### src/rtl/exc_vector_unit.sv
// Exception vector unit.
// Each source keeps one pending exception and its instruction number. The
// oldest pending exception wins arbitration and is presented as a registered
// vector until the commit stage acknowledges it. Age is measured relative
// to head_inum, so instruction-number wrap-around is handled naturally.
//
// Handshake: exc_valid rises when a vector is issued. exc_valid,
// exc_handler_addr, exc_inst_num and exc_src then hold steady until the edge
// where exc_ack=1 is sampled. On that edge exc_valid drops. An exc_ack that
// arrives while exc_valid=0 is ignored.
module exc_vector_unit #(
    parameter int                NUM_SRC    = 4,
    parameter int                INUM_W     = 6,
    parameter int                ADDR_W     = 16,
    parameter logic [ADDR_W-1:0] VEC_BASE   = 16'h02BC,
    parameter logic [ADDR_W-1:0] VEC_STRIDE = 16'h0028,
    localparam int               SRC_W      = (NUM_SRC > 1) ? $clog2(NUM_SRC) : 1
) (
    input  logic                      clk,
    input  logic                      reset_n,
    input  logic [NUM_SRC-1:0]        exc_req,
    input  logic [NUM_SRC*INUM_W-1:0] exc_req_inum,
    input  logic [NUM_SRC-1:0]        src_enable,
    input  logic [INUM_W-1:0]         head_inum,
    input  logic                      exc_ack,
    input  logic                      flush,
    output logic                      exc_valid,
    output logic [ADDR_W-1:0]         exc_handler_addr,
    output logic [INUM_W-1:0]         exc_inst_num,
    output logic [SRC_W-1:0]          exc_src
);

    typedef enum logic {IDLE = 1'b0, ISSUE = 1'b1} state_e;

    state_e              state_q, state_d;
    logic [NUM_SRC-1:0]  pend_q, pend_d;
    logic [INUM_W-1:0]   inum_q [NUM_SRC];
    logic [INUM_W-1:0]   inum_d [NUM_SRC];

    logic                exc_valid_q, exc_valid_d;
    logic [ADDR_W-1:0]   exc_addr_q, exc_addr_d;
    logic [INUM_W-1:0]   exc_inum_q, exc_inum_d;
    logic [SRC_W-1:0]    exc_src_q, exc_src_d;

    logic                any_pend;
    logic                found;
    logic [SRC_W-1:0]    win_idx;
    logic [INUM_W-1:0]   win_inum;
    logic [INUM_W-1:0]   best_age;
    logic [ADDR_W-1:0]   win_addr;
    logic [INUM_W-1:0]   iss_age;
    logic [INUM_W-1:0]   new_inum;

    // Distance from the oldest in-flight instruction; modulo arithmetic handles wrap.
    function automatic logic [INUM_W-1:0] age_of(input logic [INUM_W-1:0] x,
                                                 input logic [INUM_W-1:0] h);
        return x - h;
    endfunction

    // Arbitration: smallest age wins; the strict compare keeps the lowest index on ties.
    always_comb begin
        any_pend = |pend_q;
        found    = 1'b0;
        win_idx  = '0;
        win_inum = '0;
        best_age = '1;
        for (int i = 0; i < NUM_SRC; i++) begin
            if (pend_q[i] && (!found || age_of(inum_q[i], head_inum) < best_age)) begin
                found    = 1'b1;
                best_age = age_of(inum_q[i], head_inum);
                win_idx  = SRC_W'(i);
                win_inum = inum_q[i];
            end
        end
        win_addr = VEC_BASE + ADDR_W'(win_idx) * VEC_STRIDE;
    end

    // Pending table update: ack squash first, then new captures, then flush.
    always_comb begin
        pend_d   = pend_q;
        inum_d   = inum_q;
        iss_age  = age_of(exc_inum_q, head_inum);
        new_inum = '0;
        if (state_q == ISSUE && exc_ack) begin
            for (int i = 0; i < NUM_SRC; i++) begin
                if (SRC_W'(i) == exc_src_q || age_of(inum_q[i], head_inum) >= iss_age) begin
                    pend_d[i] = 1'b0;
                end
            end
        end
        for (int i = 0; i < NUM_SRC; i++) begin
            if (exc_req[i] && src_enable[i]) begin
                new_inum = exc_req_inum[i*INUM_W +: INUM_W];
                if (!pend_d[i]) begin
                    pend_d[i] = 1'b1;
                    inum_d[i] = new_inum;
                end else if (age_of(new_inum, head_inum) < age_of(inum_d[i], head_inum)) begin
                    inum_d[i] = new_inum;
                end
            end
        end
        if (flush) begin
            pend_d = '0;
        end
    end

    // Issue FSM next state and registered vector outputs.
    always_comb begin
        state_d     = state_q;
        exc_valid_d = exc_valid_q;
        exc_addr_d  = exc_addr_q;
        exc_inum_d  = exc_inum_q;
        exc_src_d   = exc_src_q;
        case (state_q)
            IDLE: begin
                if (any_pend) begin
                    state_d     = ISSUE;
                    exc_valid_d = 1'b1;
                    exc_addr_d  = win_addr;
                    exc_inum_d  = win_inum;
                    exc_src_d   = win_idx;
                end
            end
            ISSUE: begin
                if (exc_ack) begin
                    state_d     = IDLE;
                    exc_valid_d = 1'b0;
                    exc_addr_d  = '0;
                    exc_inum_d  = '0;
                    exc_src_d   = '0;
                end
            end
            default: state_d = IDLE;
        endcase
        if (flush) begin
            state_d     = IDLE;
            exc_valid_d = 1'b0;
            exc_addr_d  = '0;
            exc_inum_d  = '0;
            exc_src_d   = '0;
        end
    end

    // Pending table registers.
    always_ff @(posedge clk or negedge reset_n) begin
        if (!reset_n) begin
            pend_q <= '0;
            for (int i = 0; i < NUM_SRC; i++) begin
                inum_q[i] <= '0;
            end
        end else begin
            pend_q <= pend_d;
            for (int i = 0; i < NUM_SRC; i++) begin
                inum_q[i] <= inum_d[i];
            end
        end
    end

    // FSM state and output registers; reset aborts any in-flight vector.
    always_ff @(posedge clk or negedge reset_n) begin
        if (!reset_n) begin
            state_q     <= IDLE;
            exc_valid_q <= 1'b0;
            exc_addr_q  <= '0;
            exc_inum_q  <= '0;
            exc_src_q   <= '0;
        end else begin
            state_q     <= state_d;
            exc_valid_q <= exc_valid_d;
            exc_addr_q  <= exc_addr_d;
            exc_inum_q  <= exc_inum_d;
            exc_src_q   <= exc_src_d;
        end
    end

    assign exc_valid        = exc_valid_q;
    assign exc_handler_addr = exc_addr_q;
    assign exc_inst_num     = exc_inum_q;
    assign exc_src          = exc_src_q;

endmodule

### config.mk
export PLATFORM = sky130hd
export DESIGN_NAME = exc_vector_unit
export DESIGN_NICKNAME = d
export VERILOG_FILES = /design/src/rtl/exc_vector_unit.sv
export SDC_FILE = /design/constraint.sdc
export NUM_CORES = 1
export LEC_CHECK = 0
export CORE_MARGIN = 1.5
export CORE_UTILIZATION = 57
export DETAILED_ROUTE_END_ITERATION = 16
export HOLD_SLACK_MARGIN = 0.1
export PLACE_DENSITY = 0.82
export SYNTH_ARGS = -nofsm -noshare
export SYNTH_HDL_FRONTEND = slang
export SYNTH_SLANG_ARGS = --single-unit
### constraint.sdc
create_clock -name clk -period 8.7 [get_ports clk]
set_input_delay 1.74 -clock clk [delete_from_list [all_inputs] [get_ports clk]]
set_output_delay 1.74 -clock clk [all_outputs]
set_load 0.03 [all_outputs]
# Word level (Yosys, flattened, before mapping)
# Cells that the tools add are included.
# word_totals
reg_bits	54
inputBits	42
output_inout_bits	25
word_cells	118
# op_classes
add_sub_neg	10
n_mul	1
order_cmp	11
eq_ne	9
n_mux	51
bitwise	1
reduce_logical	25
# op_table
cell	n
$mux 6	18
$sub 6x6->6	9
$mux 16	3
$lt 6x6->1	7
$pmux 16 s2	1
$ge 6x6->1	4
$mux 1	18
$pmux 6 s2	1
$add 10x8->11 const A	1
$mux 2	5
$reduce_and 2->1	5
$logic_and 1x1->1	8
$mux 4	2
$ne 2x1->1 const B	4
$logic_or 1x1->1	7
$ne 3x3->1 const B	2
$mul 2x3->5 const B	1
$eq 2x2->1 const A	2
$pmux 1 s2	2
$pmux 2 s2	1
$reduce_or 4->1	1
$logic_not 1->1	3
$eq 1x2->1 const A	1
$logic_not 2->1	1
$not 1->1	1

# Longest topological paths before layout
# Gate-level depths: netlist of the first run.
# depth
word_depth	19
depth_mapped	40
mapped_depth_nobuf	36

# Worst setup path before layout of the first run
# OpenSTA, ideal clock, no wires.
# synth_timing
kind	input to register
startpoint	input head_inum[1]
endpoint	register exc_addr_q[4], in the netlist exc_handler_addr[4]
setup_time_ns	0.121
t_arrival_ns	8.673
t_required_ns	8.579
setup_slack_ns	-0.094
stages	35
n_path_buf	4
cell_sequence	inv_1 ha_1 nor2b_1 o31a_1 a21o_1 nand2_1 inv_1 ha_1 o21a_1 o22a_1 o221ai_4 and2_4 buf_2 mux2i_1 ha_1 a21o_1 a21o_1 a221oi_1 o211ai_1 a221oi_1 nor2b_1 clkbuf_1 buf_4 mux2_2 ha_1 and4_1 a221o_1 inv_1 o2111ai_1 a21oi_1 a311o_1 buf_6 or3b_4 ha_1 a22o_1
# synth_via
elab_chain_cells	19
elab_cells_between_ends	28
cone_classes	add/sub: 5; mul: 1; order compare: 3; mux: 11; reduce/logical: 8
# synth_lines
item	line	source
from (decl)	24	input logic [INUM_W-1:0] head_inum,
$sub 6x6->6	57	return x - h;
$mux 6	68	if (pend_q[i] && (!found || age_of(inum_q[i], head_inum) < best_age)) begin
$lt 6x6->1	68	
$logic_or 1x1->1	68	
$logic_and 1x1->1	68	
$mux 6 / $mux 1 (equally long branches)	68	
$lt 6x6->1 / $logic_not 1->1 (equally long branches)	68	
$logic_or 1x1->1	68	
[3 not listed]	n/a	
$logic_or 1x1->1	68	
$logic_and 1x1->1	68	
$mux 2 (*)	68	
$mul 2x3->5 (*)	75	win_addr = VEC_BASE + ADDR_W'(win_idx) * VEC_STRIDE;
$add 10x8->11 (*)	75	
$mux 16 (*)	116	if (any_pend) begin
$pmux 16 s2 (*)	114	case (state_q)
$mux 16 (*)	135	if (flush) begin
to (signal assigned)	170	exc_addr_q <= exc_addr_d;
to (decl)	41	logic [ADDR_W-1:0] exc_addr_q, exc_addr_d;
# Every way passes the cells marked *; elsewhere a longest branch is shown, timed or not. The select of a mux whose other input is x is not followed.
# A chain may end at the register's enable or synchronous reset.

# Final worst setup path of the first run
# layout_timing
startpoint	input head_inum[3]
endpoint	register exc_addr_q[4], in the netlist exc_handler_addr[4]
# Same word-level chain as after synthesis.

==> metrics.json, run 1 <==
{
  "synth_enable_flop_cells": 0,
  "critical_path.top_delay_family": "compound AO/OA/AOI/OAI gates",
  "routed_wirelength_mm": 13.6,
  "maxSlewHeadroom": 0.327,
  "floorplan.die.height_um": 98.6,
  "floorplan.die.width_um": 98.6,
  "nets": 792,
  "dp_hpwl_mm": 11.0,
  "initial_core_util": 0.592,
  "core-area_um2": 8810,
  "floorplan.die_area_um2": 9730,
  "async_flop_share": 1.00,
  "fin_worst_skew_ns": 0.00863,
  "cp.buffers_inverters": 5,
  "syn-instance-count": 550,
  "criticalPathCategory": "in2reg",
  "crit_top_cell": "sky130_fd_sc_hd__ha_1",
  "crit_path_start_kind": "primary input",
  "drc_errors": 5,
  "setup_viol": 0,
  "timing_hold_violations_final": 0,
  "synth.ff_latch_count": 43,
  "violations": "DRC",
  "reg2reg_from": "inum_q[18]$_DFFE_PN0P_",
  "via_per_inst": 5.87,
  "synth.avg_cell_area_um2": 9.48,
  "synth_warnings": 0,
  "dpl_worst_slack_ns": -0.416,
  "std_cell_rows": 34,
  "clock_insertion_delay_worst_skew_ns": 0.31,
  "vdd.ir_drop.worst_uv": 133,
  "min_from": "exc_handler_addr[6]$_DFFE_PN0P_",
  "timing_max_transition_violations_final": 0,
  "detailroute.via_count": 4387,
  "timing.fmax_mhz": 119,
  "ios": 67,
  "layout_setup_ws_ns": 0.264,
  "hold_class": "reg2reg",
  "dp.cells": 734,
  "maximum_number_of_pins_on_one_net_before_global_route_repair": 44,
  "hold-path-cell-count": 2,
  "fill_cells": 664,
  "cts-root-buf": "sky130_fd_sc_hd__clkbuf_8",
  "synthToLayoutAreaGrowth_pct": 20.5,
  "num_antenna_cells": 0,
  "drive_gt1_frac": 0.146,
  "p_leak_uw": 0.00324,
  "cts_htree_levels": 2,
  "holdPathEnd": "exc_handler_addr[6]$_DFFE_PN0P_",
  "grt_remaining_overflow": 0,
  "timing.rr.end": "exc_handler_addr[4]$_DFFE_PN0P_",
  "initialDrtViolationCount": 305,
  "antenna_violations_before_repair": 0,
  "cp.required_ns": 8.90,
  "post_layout_nonfiller_instances": 747,
  "timing.hold.ws_ns": 0.510,
  "detailed_route_wire_length_per_cell_um": 18.2,
  "first_pass_grt_wire_length_mm": 22.2,
  "crit_path_end_kind": "register",
  "clkSlewWorstSetupHoldPaths_ns": 0.10,
  "power.density_nw_per_um2": 249,
  "grt_usage": 0.286,
  "drt_pre_antenna_iters": 14,
  "outcome": "finished with violations",
  "maxCapViolations": 0,
  "worst_pin_slew_ns": 1.01,
  "placement.io_buffers": 58,
  "grt_setup_unrepaired": "false",
  "place.gp.congestion": 0.895,
  "antenna_left": 0,
  "crit_path_max_incr_delay_ns": 0.46,
  "worstPathArrival_ns": 8.64,
  "worstPathMaxFanout": 7,
  "grt_pass1_vias": 4605,
  "synthesized_cell_area_um2": 5210,
  "crit_slowest_cell": "sky130_fd_sc_hd__clkdlybuf4s50_1",
  "min_period_over_period": 0.970,
  "synth-seq-area-share": 0.206,
  "cts.path.max_buffers": 2,
  "yosys_most_used_dff": "sky130_fd_sc_hd__dfrtp_1",
  "fin_crit_ns": 8.44,
  "clkSinkCount": 43,
  "clock_tree_from_tritoncts": "built",
  "post_synth_num_cell_types": 51,
  "timing.reg2reg.setup_slack_ns": 1.54,
  "worstRegToRegCells": 31,
  "tritoncts.num_buffers": 5
}
==> metrics by stage <==
step / TNS (ns) / total power (µW) / cell area, µm² / utilization
2_1_floorplan: 0 / 1020 / 5240 / -
3_3_place_gp: -0.933 / 1280 / 6060 / 0.689
3_5_place_dp: -3.48 / 1340 / 6060 / 0.689
4_1_cts: 0 / 1530 / 6200 / 0.704
5_1_grt: 0 / 1690 / 6280 / 0.714
6_report: 0 / 1560 / 6280 / 0.714
==> final cells by class <==
class,instances,area [µm²],share of cell area
flip-flops and latches,43,1080,0.171
inverters,61,233,0.0370
multi-input cells,432,3850,0.612
clock inverters,2,38.8,0.00617
well taps,108,135,0.0215
repair buffers,95,871,0.139
clock buffers,6,82.6,0.0131
==> synthesized netlist by cell type, drive strengths merged, types with 2 or more instances <==
library cell / n / area share
ha: 103 / 0.25
inv: 61 / 0.044
a21o: 43 / 0.062
dfrtp: 43 / 0.21
a21oi: 34 / 0.033
mux2: 26 / 0.056
xnor2: 26 / 0.044
o21ai: 25 / 0.024
nor2: 19 / 0.014
buf: 17 / 0.024
nand2: 16 / 0.012
xor2: 15 / 0.025
nand2b: 14 / 0.017
mux2i: 13 / 0.025
a22o: 10 / 0.017
fa: 9 / 0.035
a221oi: 7 / 0.012
o21a: 7 / 0.010
a32oi: 6 / 0.010
and2: 6 / 0.0086
o21bai: 6 / 0.0086
nor2b: 5 / 0.0060
a21boi: 4 / 0.0058
a31oi: 4 / 0.0048
clkbuf: 4 / 0.0029
or3: 3 / 0.0036
and4: 2 / 0.0034
o2111ai: 2 / 0.0034
o211ai: 2 / 0.0029
o21ba: 2 / 0.0038
o31a: 2 / 0.0034
==> logic make-up (layout without fill, tap and decap cells) <==
logic type,count (synthesis),in the layout,synth area share
AO/OA/AOI/OAI,163,163,0.221
adder cells (fa/ha/maj),112,112,0.282
buffers and inverters,82,164,0.0711
AND/OR/NAND/NOR,69,69,0.0694
flip-flops,43,43,0.206
XOR/XNOR,41,41,0.0689
multiplexers,39,39,0.0811
other,1,8,0.000719
==> sequential cells by signal (all words and copies together) (netlist names) <==
signal            flops
exc_handler_addr      6
exc_inst_num          6
exc_src               2
inum_q               24
pend_q                4
state_q               1
==> how the worst max path moves through the flow <==
stage / startpoint / cells after the start / endpoint / slack [ns]
after floorplan: head_inum[1] / 35 / exc_handler_addr[4]$_DFFE_PN0P_ / 0.02
after global placement: head_inum[0] / 34 / exc_handler_addr[4]$_DFFE_PN0P_ / -0.16
after detailed placement: head_inum[0] / 35 / exc_handler_addr[4]$_DFFE_PN0P_ / -0.42
after CTS: head_inum[0] / 34 / exc_handler_addr[4]$_DFFE_PN0P_ / 0.007
after global routing: head_inum[3] / 35 / exc_handler_addr[4]$_DFFE_PN0P_ / 0.02
final: head_inum[3] / 32 / exc_handler_addr[4]$_DFFE_PN0P_ / 0.26
==> worst reg2reg max path, delay by kind of cell (launching register included) <==
family	cells	cell delay [ns]
buffers and inverters	4	0.33
multiplexers	2	0.53
AND/OR/NAND/NOR	5	1.03
adder cells (fa/ha/maj)	6	1.85
AO/OA/AOI/OAI	14	2.94
flip-flops	1	0.40
==> layer usage <==
layer | wire (µm) | track usage | part of all wire | up-vias
met5 | 0 | 0 | 0 | -
met1 | 6130 | 0.372 | 0.45 | 2115
met2 | 6610 | 0.504 | 0.49 | 113
li1 | - | - | - | 2135
met4 | 272 | 0.0813 | 0.020 | 0
met3 | 557 | 0.0348 | 0.041 | 24
==> timing repair <==
action | 4_1_cts | 5_1_grt
hold buffers | 0 | 0
resized for setup | 3 | 9
hold endpoints to repair | 0 | 0
buffers inserted | 0 | 5
setup endpoints to repair | 9 | 13
pin swaps | 0 | 8
==> layout by cell type, fill, tap and decap left out, drive strengths merged, types with 25 or more instances in the layout <==
master,count
ha,103
o21ai,25
buf,38
inv,61
a21o,43
clkdlybuf4s50,55
a21oi,34
mux2,26
xnor2,26
dfrtp,43
==> power by group <==
group / internal [µW] / switching (µW) / total, µW
Sequential: 243 / 45.9 / 289
Clock: 94.7 / 82.3 / 177
Combinational: 522 / 577 / 1100
Total: 860 / 705 / 1560
Note: power is estimated with default switching activity, not from simulation.
==> run 2, diff against run 1 <==
- SLEW_MARGIN: default -> 25
==> run 2 against run 1 <==
Critical path type unchanged; die area is the same; the run still ends with DRC left; design area is essentially flat; sequential share of layout area barely moved; utilization about the same; worst hold slack improved by 0.0021 ns; cell count stayed put; largest cell class unchanged; via count rose by 1.0%.
==> metrics.json, run 2 (synthesis results as in run 1) <==
{
  "p_int": {"value": 860, "unit": "µW", "change": "about the same"},
  "outcome": {"value": "finished with violations", "change": "unchanged"},
  "clkSlewWorstSetupHoldPaths": {"value": 0.10, "unit": "ns", "change": "about the same"},
  "dp.cells": {"value": 734, "change": "unchanged"},
  "tritoncts.num_buffers": {"value": 5, "change": "unchanged"},
  "grt_pass1_vias": {"value": 4605, "change": "unchanged"},
  "synthToLayoutAreaGrowth": {"value": 20.6, "unit": "%", "change": "was 20.5%"},
  "min_from": {"value": "exc_handler_addr[6]$_DFFE_PN0P_", "change": "unchanged"},
  "grt_remaining_overflow": {"value": 0, "change": "unchanged"},
  "pwr-share-comb": {"value": 0.701, "change": "was 0.702"},
  "timing_max_transition_violations_final": {"value": 0, "change": "unchanged"},
  "crit_path_start_kind": {"value": "primary input", "change": "unchanged"},
  "power_frac_seq": {"value": 0.184, "change": "was 0.185"},
  "holdPathEnd": {"value": "exc_handler_addr[6]$_DFFE_PN0P_", "change": "unchanged"},
  "clkSinkCount": {"value": 43, "change": "unchanged"},
  "fin_worst_skew": {"value": 0.00767, "unit": "ns", "change": "was 0.00863 ns"},
  "worstRegToRegCells": {"value": 31, "change": "unchanged"},
  "drc_errors": {"value": 4, "change": "was 5"},
  "post_layout_utilization_of_the_core": {"value": 0.714, "change": "about the same"},
  "initial_core_util": {"value": 0.592, "change": "unchanged"},
  "pwr-share-clk": {"value": 0.114, "change": "was 0.113"},
  "detailroute.via_count": {"value": 4432, "change": "was 4387"},
  "crit_path_end_kind": {"value": "register", "change": "unchanged"},
  "placement.io_buffers": {"value": 58, "change": "unchanged"},
  "layout_setup_ws": {"value": 0.286, "unit": "ns", "change": "was 0.264 ns"},
  "reg2reg_from": {"value": "inum_q[18]$_DFFE_PN0P_", "change": "unchanged"},
  "dpl_worst_slack": {"value": -0.416, "unit": "ns", "change": "unchanged"},
  "hold_class": {"value": "reg2reg", "change": "unchanged"},
  "cp.required": {"value": 8.91, "unit": "ns", "change": "was 8.90 ns"},
  "post_layout_nonfiller_instances": {"value": 747, "change": "unchanged"},
  "setup_viol": {"value": 0, "change": "unchanged"},
  "p_leak": {"value": 0.00324, "unit": "µW", "change": "about the same"},
  "setup_tns": {"value": 0, "unit": "ns", "change": "unchanged"},
  "floorplan.die_area": {"value": 9730, "unit": "µm²", "change": "unchanged"},
  "fill_cells": {"value": 663, "change": "was 664"},
  "max_flop_register": {"value": "inum_q", "change": "unchanged"},
  "min_period_over_period": {"value": 0.967, "change": "was 0.970"},
  "initialDrtViolationCount": {"value": 269, "change": "was 305"},
  "largest_register_ffs": {"value": 24, "change": "unchanged"},
  "power.density": {"value": 249, "unit": "nW/µm²", "change": "about the same"},
  "drt_pre_antenna_iters": {"value": 13, "change": "was 14"},
  "num_antenna_cells": {"value": 0, "change": "unchanged"},
  "worst_pin_slew": {"value": 0.943, "unit": "ns", "change": "was 1.01 ns"},
  "vdd.ir_drop.worst": {"value": 134, "unit": "µV", "change": "was 133 µV"},
  "detailed_route_wire_length_per_cell": {"value": 18.2, "unit": "µm", "change": "about the same"},
  "first_pass_grt_wire_length": {"value": 22.2, "unit": "mm", "change": "unchanged"},
  "dp_hpwl": {"value": 11.0, "unit": "mm", "change": "unchanged"},
  "layout_commonest_cell": {"value": "sky130_fd_sc_hd__ha_1", "change": "unchanged"},
  "violations": {"value": "DRC", "change": "unchanged"},
  "cp.buffers_inverters": {"value": 5, "change": "unchanged"},
  "core-area": {"value": 8810, "unit": "µm²", "change": "unchanged"},
  "via_per_inst": {"value": 5.93, "change": "was 5.87"},
  "timing.rr.end": {"value": "exc_handler_addr[4]$_DFFE_PN0P_", "change": "unchanged"},
  "cts_htree_levels": {"value": 2, "change": "unchanged"},
  "antenna_violations_before_repair": {"value": 0, "change": "unchanged"},
  "floorplan.die.width": {"value": 98.6, "unit": "µm", "change": "unchanged"},
  "timing_hold_violations_final": {"value": 0, "change": "unchanged"},
  "hold-path-cell-count": {"value": 2, "change": "unchanged"},
  "crit_path_max_incr_delay": {"value": 0.46, "unit": "ns", "change": "about the same"},
  "timing.fmax": {"value": 119, "unit": "MHz", "change": "about the same"},
  "detailed_place.area": {"value": 6060, "unit": "µm²", "change": "unchanged"},
  "nets": {"value": 792, "change": "unchanged"},
  "layout.cells.most_common_list": {"value": "102 x sky130_fd_sc_hd__ha_1, 59 x sky130_fd_sc_hd__inv_1, 55 x sky130_fd_sc_hd__clkdlybuf4s50_1", "change": "unchanged"},
  "clock_tree_from_tritoncts": {"value": "built", "change": "unchanged"},
  "worstPathArrival": {"value": 8.62, "unit": "ns", "change": "was 8.64 ns"},
  "worstPathMaxFanout": {"value": 7, "change": "unchanged"},
  "antenna_left": {"value": 0, "change": "unchanged"},
  "maximum_number_of_pins_on_one_net_before_global_route_repair": {"value": 44, "change": "unchanged"},
  "cts-root-buf": {"value": "sky130_fd_sc_hd__clkbuf_8", "change": "unchanged"},
  "critical_path.top_delay_family": {"value": "compound AO/OA/AOI/OAI gates", "change": "unchanged"},
  "maxCapViolations": {"value": 0, "change": "unchanged"},
  "place.gp.congestion": {"value": 0.895, "change": "unchanged"},
  "crit_top_cell": {"value": "sky130_fd_sc_hd__ha_1", "change": "unchanged"},
  "power.switching_fraction": {"value": 0.451, "change": "about the same"},
  "grt_setup_unrepaired": {"value": "false", "change": "unchanged"},
  "clock_insertion_delay_worst_skew": {"value": 0.31, "unit": "ns", "change": "about the same"},
  "fin_area": {"value": 6290, "unit": "µm²", "change": "was 6280 µm²"},
  "fin_crit": {"value": 8.41, "unit": "ns", "change": "was 8.44 ns"},
  "crit_slowest_cell": {"value": "sky130_fd_sc_hd__clkdlybuf4s50_1", "change": "unchanged"},
  "timing.reg2reg.setup_slack": {"value": 1.57, "unit": "ns", "change": "was 1.54 ns"},
  "routed_wirelength": {"value": 13.6, "unit": "mm", "change": "about the same"},
  "floorplan.die.height": {"value": 98.6, "unit": "µm", "change": "unchanged"},
  "cts.path.max_buffers": {"value": 2, "change": "unchanged"},
  "drive_gt1_frac": {"value": 0.146, "change": "unchanged"},
  "std_cell_rows": {"value": 34, "change": "unchanged"},
  "criticalPathCategory": {"value": "in2reg", "change": "unchanged"},
  "grt_usage": {"value": 0.286, "change": "unchanged"},
  "ios": {"value": 67, "change": "unchanged"},
  "p_switching": {"value": 707, "unit": "µW", "change": "was 705 µW"},
  "maxSlewHeadroom": {"value": 0.369, "change": "was 0.327"}
}
==> run 2: cell counts in the layout (fill, tap and decap cells not counted) <==
No cell type changed its count.
==> run 2: routing by layer <==
metal | GRT usage | part of all wire | up-vias
met4 | 0.0813 | 0.021 | 0
li1 | - | - | 2137
met2 | 0.504 | 0.49 | 144
met5 | 0 | 0 | -
met1 | 0.372 | 0.44 | 2124
met3 | 0.0348 | 0.051 | 27
==> run 2: worst max path at each step <==
| stage | startpoint | endpoint | slack, ns | cells after the start |
|---|---|---|---|---|
| floorplan | head_inum[1] | exc_handler_addr[4]$_DFFE_PN0P_ | 0.02 | 35 |
| global placement | head_inum[0] | exc_handler_addr[4]$_DFFE_PN0P_ | -0.16 | 34 |
| detailed placement | head_inum[0] | exc_handler_addr[4]$_DFFE_PN0P_ | -0.42 | 35 |
| CTS | head_inum[0] | exc_handler_addr[4]$_DFFE_PN0P_ | 0.007 | 34 |
| global route | head_inum[3] | exc_handler_addr[4]$_DFFE_PN0P_ | 0.02 | 35 |
| finish | head_inum[3] | exc_handler_addr[4]$_DFFE_PN0P_ | 0.29 | 32 |
==> run 2: power groups by stage <==
stage	Sequential (µW)	Combinational [µW]	Clock, µW
after floorplan	305	720	0
after global placement	289	996	0
after detailed placement	291	1050	0
after CTS	288	1060	179
after global routing	295	1210	187
final	289	1100	179
==> run 2: timing repair <==
item                                    4_1_cts  5_1_grt
buffers inserted                              0        5
hold buffers                                  0        0
pin swaps                                     0        8
gates resized for setup                       3        9
endpoints found under the setup margin        9       13
==> run 2: through the flow <==
step	hold slack [ns]	total power [µW]
floorplan	0.496	1020
global placement	0.481	1280
detailed placement	0.473	1340
CTS	0.509	1530
global route	0.537	1690
finish	0.512	1570
==> run 2: layout make-up <==
cell class	count	area, µm²	area share
Timing Repair Buffer	95	873	0.139
Multi-Input combinational cell	432	3850	0.612
Clock buffer	6	82.6	0.0131
Inverter	61	233	0.0370
Clock inverter	2	38.8	0.00617
Sequential cell	43	1080	0.171
Tap cell	108	135	0.0215
==> run 2: worst min-delay path: cells and delay by family (launching register included) <==
kind | cells | cell delay (ns)
flops | 1 | 0.36
compound gates | 1 | 0.07
simple gates | 1 | 0.05
==> run 3, diff against run 2 <==
- CORE_MARGIN: 1.5 -> 5
- PLACE_DENSITY: 0.82 -> 0.83
==> run 3 against run 2 <==
The flow now finishes without violations; sequential share of layout area increased by 0.30 points; die area grew 15%; register-to-register slack improved by 0.06 ns; non-clock buffer count decreased by 12; clock-buffer cell count down 1.
==> metrics.json, run 3 (synthesis results as in run 1) <==
{
  "outcome": {"value": "complete, no violations", "change": "was finished with violations"},
  "maxCapViolations": {"value": 0, "change": "unchanged"},
  "post_layout_utilization_of_the_core": {"value": 0.701, "change": "was 0.714"},
  "cts_htree_levels": {"value": 2, "change": "unchanged"},
  "initial_core_util": {"value": 0.592, "change": "unchanged"},
  "tritoncts.num_buffers": {"value": 5, "change": "unchanged"},
  "fin_worst_skew": {"value": 0.0157, "unit": "ns", "change": "was 0.00767 ns"},
  "crit_path_max_incr_delay": {"value": 0.46, "unit": "ns", "change": "about the same"},
  "fin_area": {"value": 6180, "unit": "µm²", "change": "was 6290 µm²"},
  "floorplan.die.height": {"value": 106, "unit": "µm", "change": "was 98.6 µm"},
  "floorplan.die_area": {"value": 11200, "unit": "µm²", "change": "was 9730 µm²"},
  "fin_crit": {"value": 8.44, "unit": "ns", "change": "was 8.41 ns"},
  "placement.io_buffers": {"value": 58, "change": "unchanged"},
  "crit_path_end_kind": {"value": "register", "change": "unchanged"},
  "worst_pin_slew": {"value": 0.947, "unit": "ns", "change": "was 0.943 ns"},
  "fill_cells": {"value": 693, "change": "was 663"},
  "worstPathArrival": {"value": 8.66, "unit": "ns", "change": "was 8.62 ns"},
  "dp_hpwl": {"value": 11.6, "unit": "mm", "change": "was 11.0 mm"},
  "dp.cells": {"value": 724, "change": "was 734"},
  "grt_remaining_overflow": {"value": 0, "change": "unchanged"},
  "cts-root-buf": {"value": "sky130_fd_sc_hd__clkbuf_8", "change": "unchanged"},
  "floorplan.die.width": {"value": 106, "unit": "µm", "change": "was 98.6 µm"},
  "num_antenna_cells": {"value": 0, "change": "unchanged"},
  "initialDrtViolationCount": {"value": 286, "change": "was 269"},
  "multi_input_comb_area": {"value": 3850, "unit": "µm²", "change": "about the same"},
  "largest_register_ffs": {"value": 24, "change": "unchanged"},
  "routed_wirelength": {"value": 14.2, "unit": "mm", "change": "was 13.6 mm"},
  "grt_setup_unrepaired": {"value": "false", "change": "unchanged"},
  "synthToLayoutAreaGrowth": {"value": 18.5, "unit": "%", "change": "was 20.6%"},
  "cts.path.max_buffers": {"value": 2, "change": "unchanged"},
  "crit_slowest_cell": {"value": "sky130_fd_sc_hd__clkdlybuf4s50_1", "change": "unchanged"},
  "timing_hold_violations_final": {"value": 0, "change": "unchanged"},
  "clock_insertion_delay_worst_skew": {"value": 0.32, "unit": "ns", "change": "was 0.31 ns"},
  "place.gp.congestion": {"value": 0.971, "change": "was 0.895"},
  "first_pass_grt_wire_length": {"value": 23.4, "unit": "mm", "change": "was 22.2 mm"},
  "drc_errors": {"value": 0, "change": "was 4"},
  "timing_max_transition_violations_final": {"value": 0, "change": "unchanged"},
  "cp.required": {"value": 8.92, "unit": "ns", "change": "was 8.91 ns"},
  "post_layout_nonfiller_instances": {"value": 735, "change": "was 747"},
  "core-area": {"value": 8810, "unit": "µm²", "change": "unchanged"},
  "via_per_inst": {"value": 6.02, "change": "was 5.93"},
  "vdd.ir_drop.worst": {"value": 142, "unit": "µV", "change": "was 134 µV"},
  "antenna_left": {"value": 0, "change": "unchanged"},
  "p_leak": {"value": 0.00317, "unit": "µW", "change": "was 0.00324 µW"},
  "ios": {"value": 67, "change": "unchanged"},
  "hold_bufs_inserted_after_cts": {"value": 0, "change": "unchanged"},
  "layout.cells.most_common_list": {"value": "102 x sky130_fd_sc_hd__ha_1, 59 x sky130_fd_sc_hd__inv_1, 55 x sky130_fd_sc_hd__clkdlybuf4s50_1", "change": "unchanged"},
  "crit_top_cell": {"value": "sky130_fd_sc_hd__ha_1", "change": "unchanged"},
  "crit_path_start_kind": {"value": "primary input", "change": "unchanged"},
  "clkSlewWorstSetupHoldPaths": {"value": 0.10, "unit": "ns", "change": "about the same"},
  "layout_commonest_cell": {"value": "sky130_fd_sc_hd__ha_1", "change": "unchanged"},
  "maxSlewHeadroom": {"value": 0.366, "change": "was 0.369"},
  "setup_viol": {"value": 0, "change": "unchanged"},
  "timing.fmax": {"value": 119, "unit": "MHz", "change": "about the same"},
  "drt_pre_antenna_iters": {"value": 4, "change": "was 13"},
  "min_period_over_period": {"value": 0.970, "change": "was 0.967"},
  "hold_class": {"value": "reg2reg", "change": "unchanged"},
  "nets": {"value": 780, "change": "was 792"},
  "maximum_number_of_pins_on_one_net_before_global_route_repair": {"value": 44, "change": "unchanged"},
  "grt_usage": {"value": 0.260, "change": "was 0.286"},
  "finalPower": {"value": 1550, "unit": "µW", "change": "was 1570 µW"},
  "detailroute.via_count": {"value": 4427, "change": "was 4432"},
  "detailed_place.area": {"value": 5980, "unit": "µm²", "change": "was 6060 µm²"},
  "clock_tree_from_tritoncts": {"value": "built", "change": "unchanged"},
  "drive_gt1_frac": {"value": 0.131, "change": "was 0.146"},
  "criticalPathCategory": {"value": "in2reg", "change": "unchanged"},
  "grt_pass1_vias": {"value": 4672, "change": "was 4605"},
  "worstPathMaxFanout": {"value": 6, "change": "was 7"},
  "std_cell_rows": {"value": 34, "change": "unchanged"},
  "detailed_route_wire_length_per_cell": {"value": 19.3, "unit": "µm", "change": "was 18.2 µm"},
  "power.density": {"value": 251, "unit": "nW/µm²", "change": "was 249 nW/µm²"},
  "setup_tns": {"value": 0, "unit": "ns", "change": "unchanged"},
  "max_flop_register": {"value": "inum_q", "change": "unchanged"},
  "clkSinkCount": {"value": 43, "change": "unchanged"},
  "final-seq-area": {"value": 1080, "unit": "µm²", "change": "unchanged"},
  "antenna_violations_before_repair": {"value": 0, "change": "unchanged"}
}
## run 3: layout make-up
cell class	count	share of cell area
Inverter	61	0.0377
Timing Repair Buffer	83	0.125
Clock inverter	3	0.00770
Multi-Input combinational cell	432	0.623
Sequential cell	43	0.174
Tap cell	108	0.0219
Clock buffer	5	0.0111
## run 3: timing repair
item / 4_1_cts / 5_1_grt
gates resized for setup: 2 / 12
hold endpoints to repair: 0 / 0
endpoints found under the setup margin: 1 / 13
setup buffers: 0 / 3
cloned: 0 / 0
pin swaps: 0 / 7
## run 3: critical path: cells and delay by family
kind                     cells  cell delay (ns)
adder cells (fa/ha/maj)      5             1.56
AO/OA/AOI/OAI               13             2.41
AND/OR/NAND/NOR              7             1.54
multiplexers                 2             0.72
buffers and inverters        4             0.69
## run 3: power by group
| group | internal, µW | switching (µW) |
|---|---|---|
| Sequential | 243 | 48.9 |
| Clock | 87.3 | 87.1 |
| Combinational | 510 | 574 |
| Total | 841 | 710 |
## run 3: metrics by stage
stage | hold WS [ns] | worst slack (ns)
after floorplan | 0.496 | 0.0177
after global placement | 0.484 | -0.138
after detailed placement | 0.480 | -0.354
after CTS | 0.522 | 0.0765
after global routing | 0.554 | 0.0481
final | 0.512 | 0.265
## run 3: path summary, 6_finish.rpt
kind	start	to	slack (ns)	depth (start not counted)
min reg2reg	exc_handler_addr[5]$_DFFE_PN0P_	exc_handler_addr[5]$_DFFE_PN0P_	0.51	2
min in group asynchronous	reset_n	inum_q[22]$_DFFE_PN0P_	1.40	1
min	exc_handler_addr[5]$_DFFE_PN0P_	exc_handler_addr[5]$_DFFE_PN0P_	0.51	2
max	head_inum[2]	exc_handler_addr[4]$_DFFE_PN0P_	0.26	31
max reg2reg	inum_q[18]$_DFFE_PN0P_	exc_handler_addr[4]$_DFFE_PN0P_	1.63	32
max in group asynchronous	reset_n	inum_q[8]$_DFFE_PN0P_	6.89	1
## run 3: metal layers
metal,vias up,wire length [µm],global-route usage
met5,-,0,0
met3,32,772,0.0355
li1,2113,-,-
met2,149,6550,0.428
met4,0,370,0.0888
met1,2133,6470,0.353
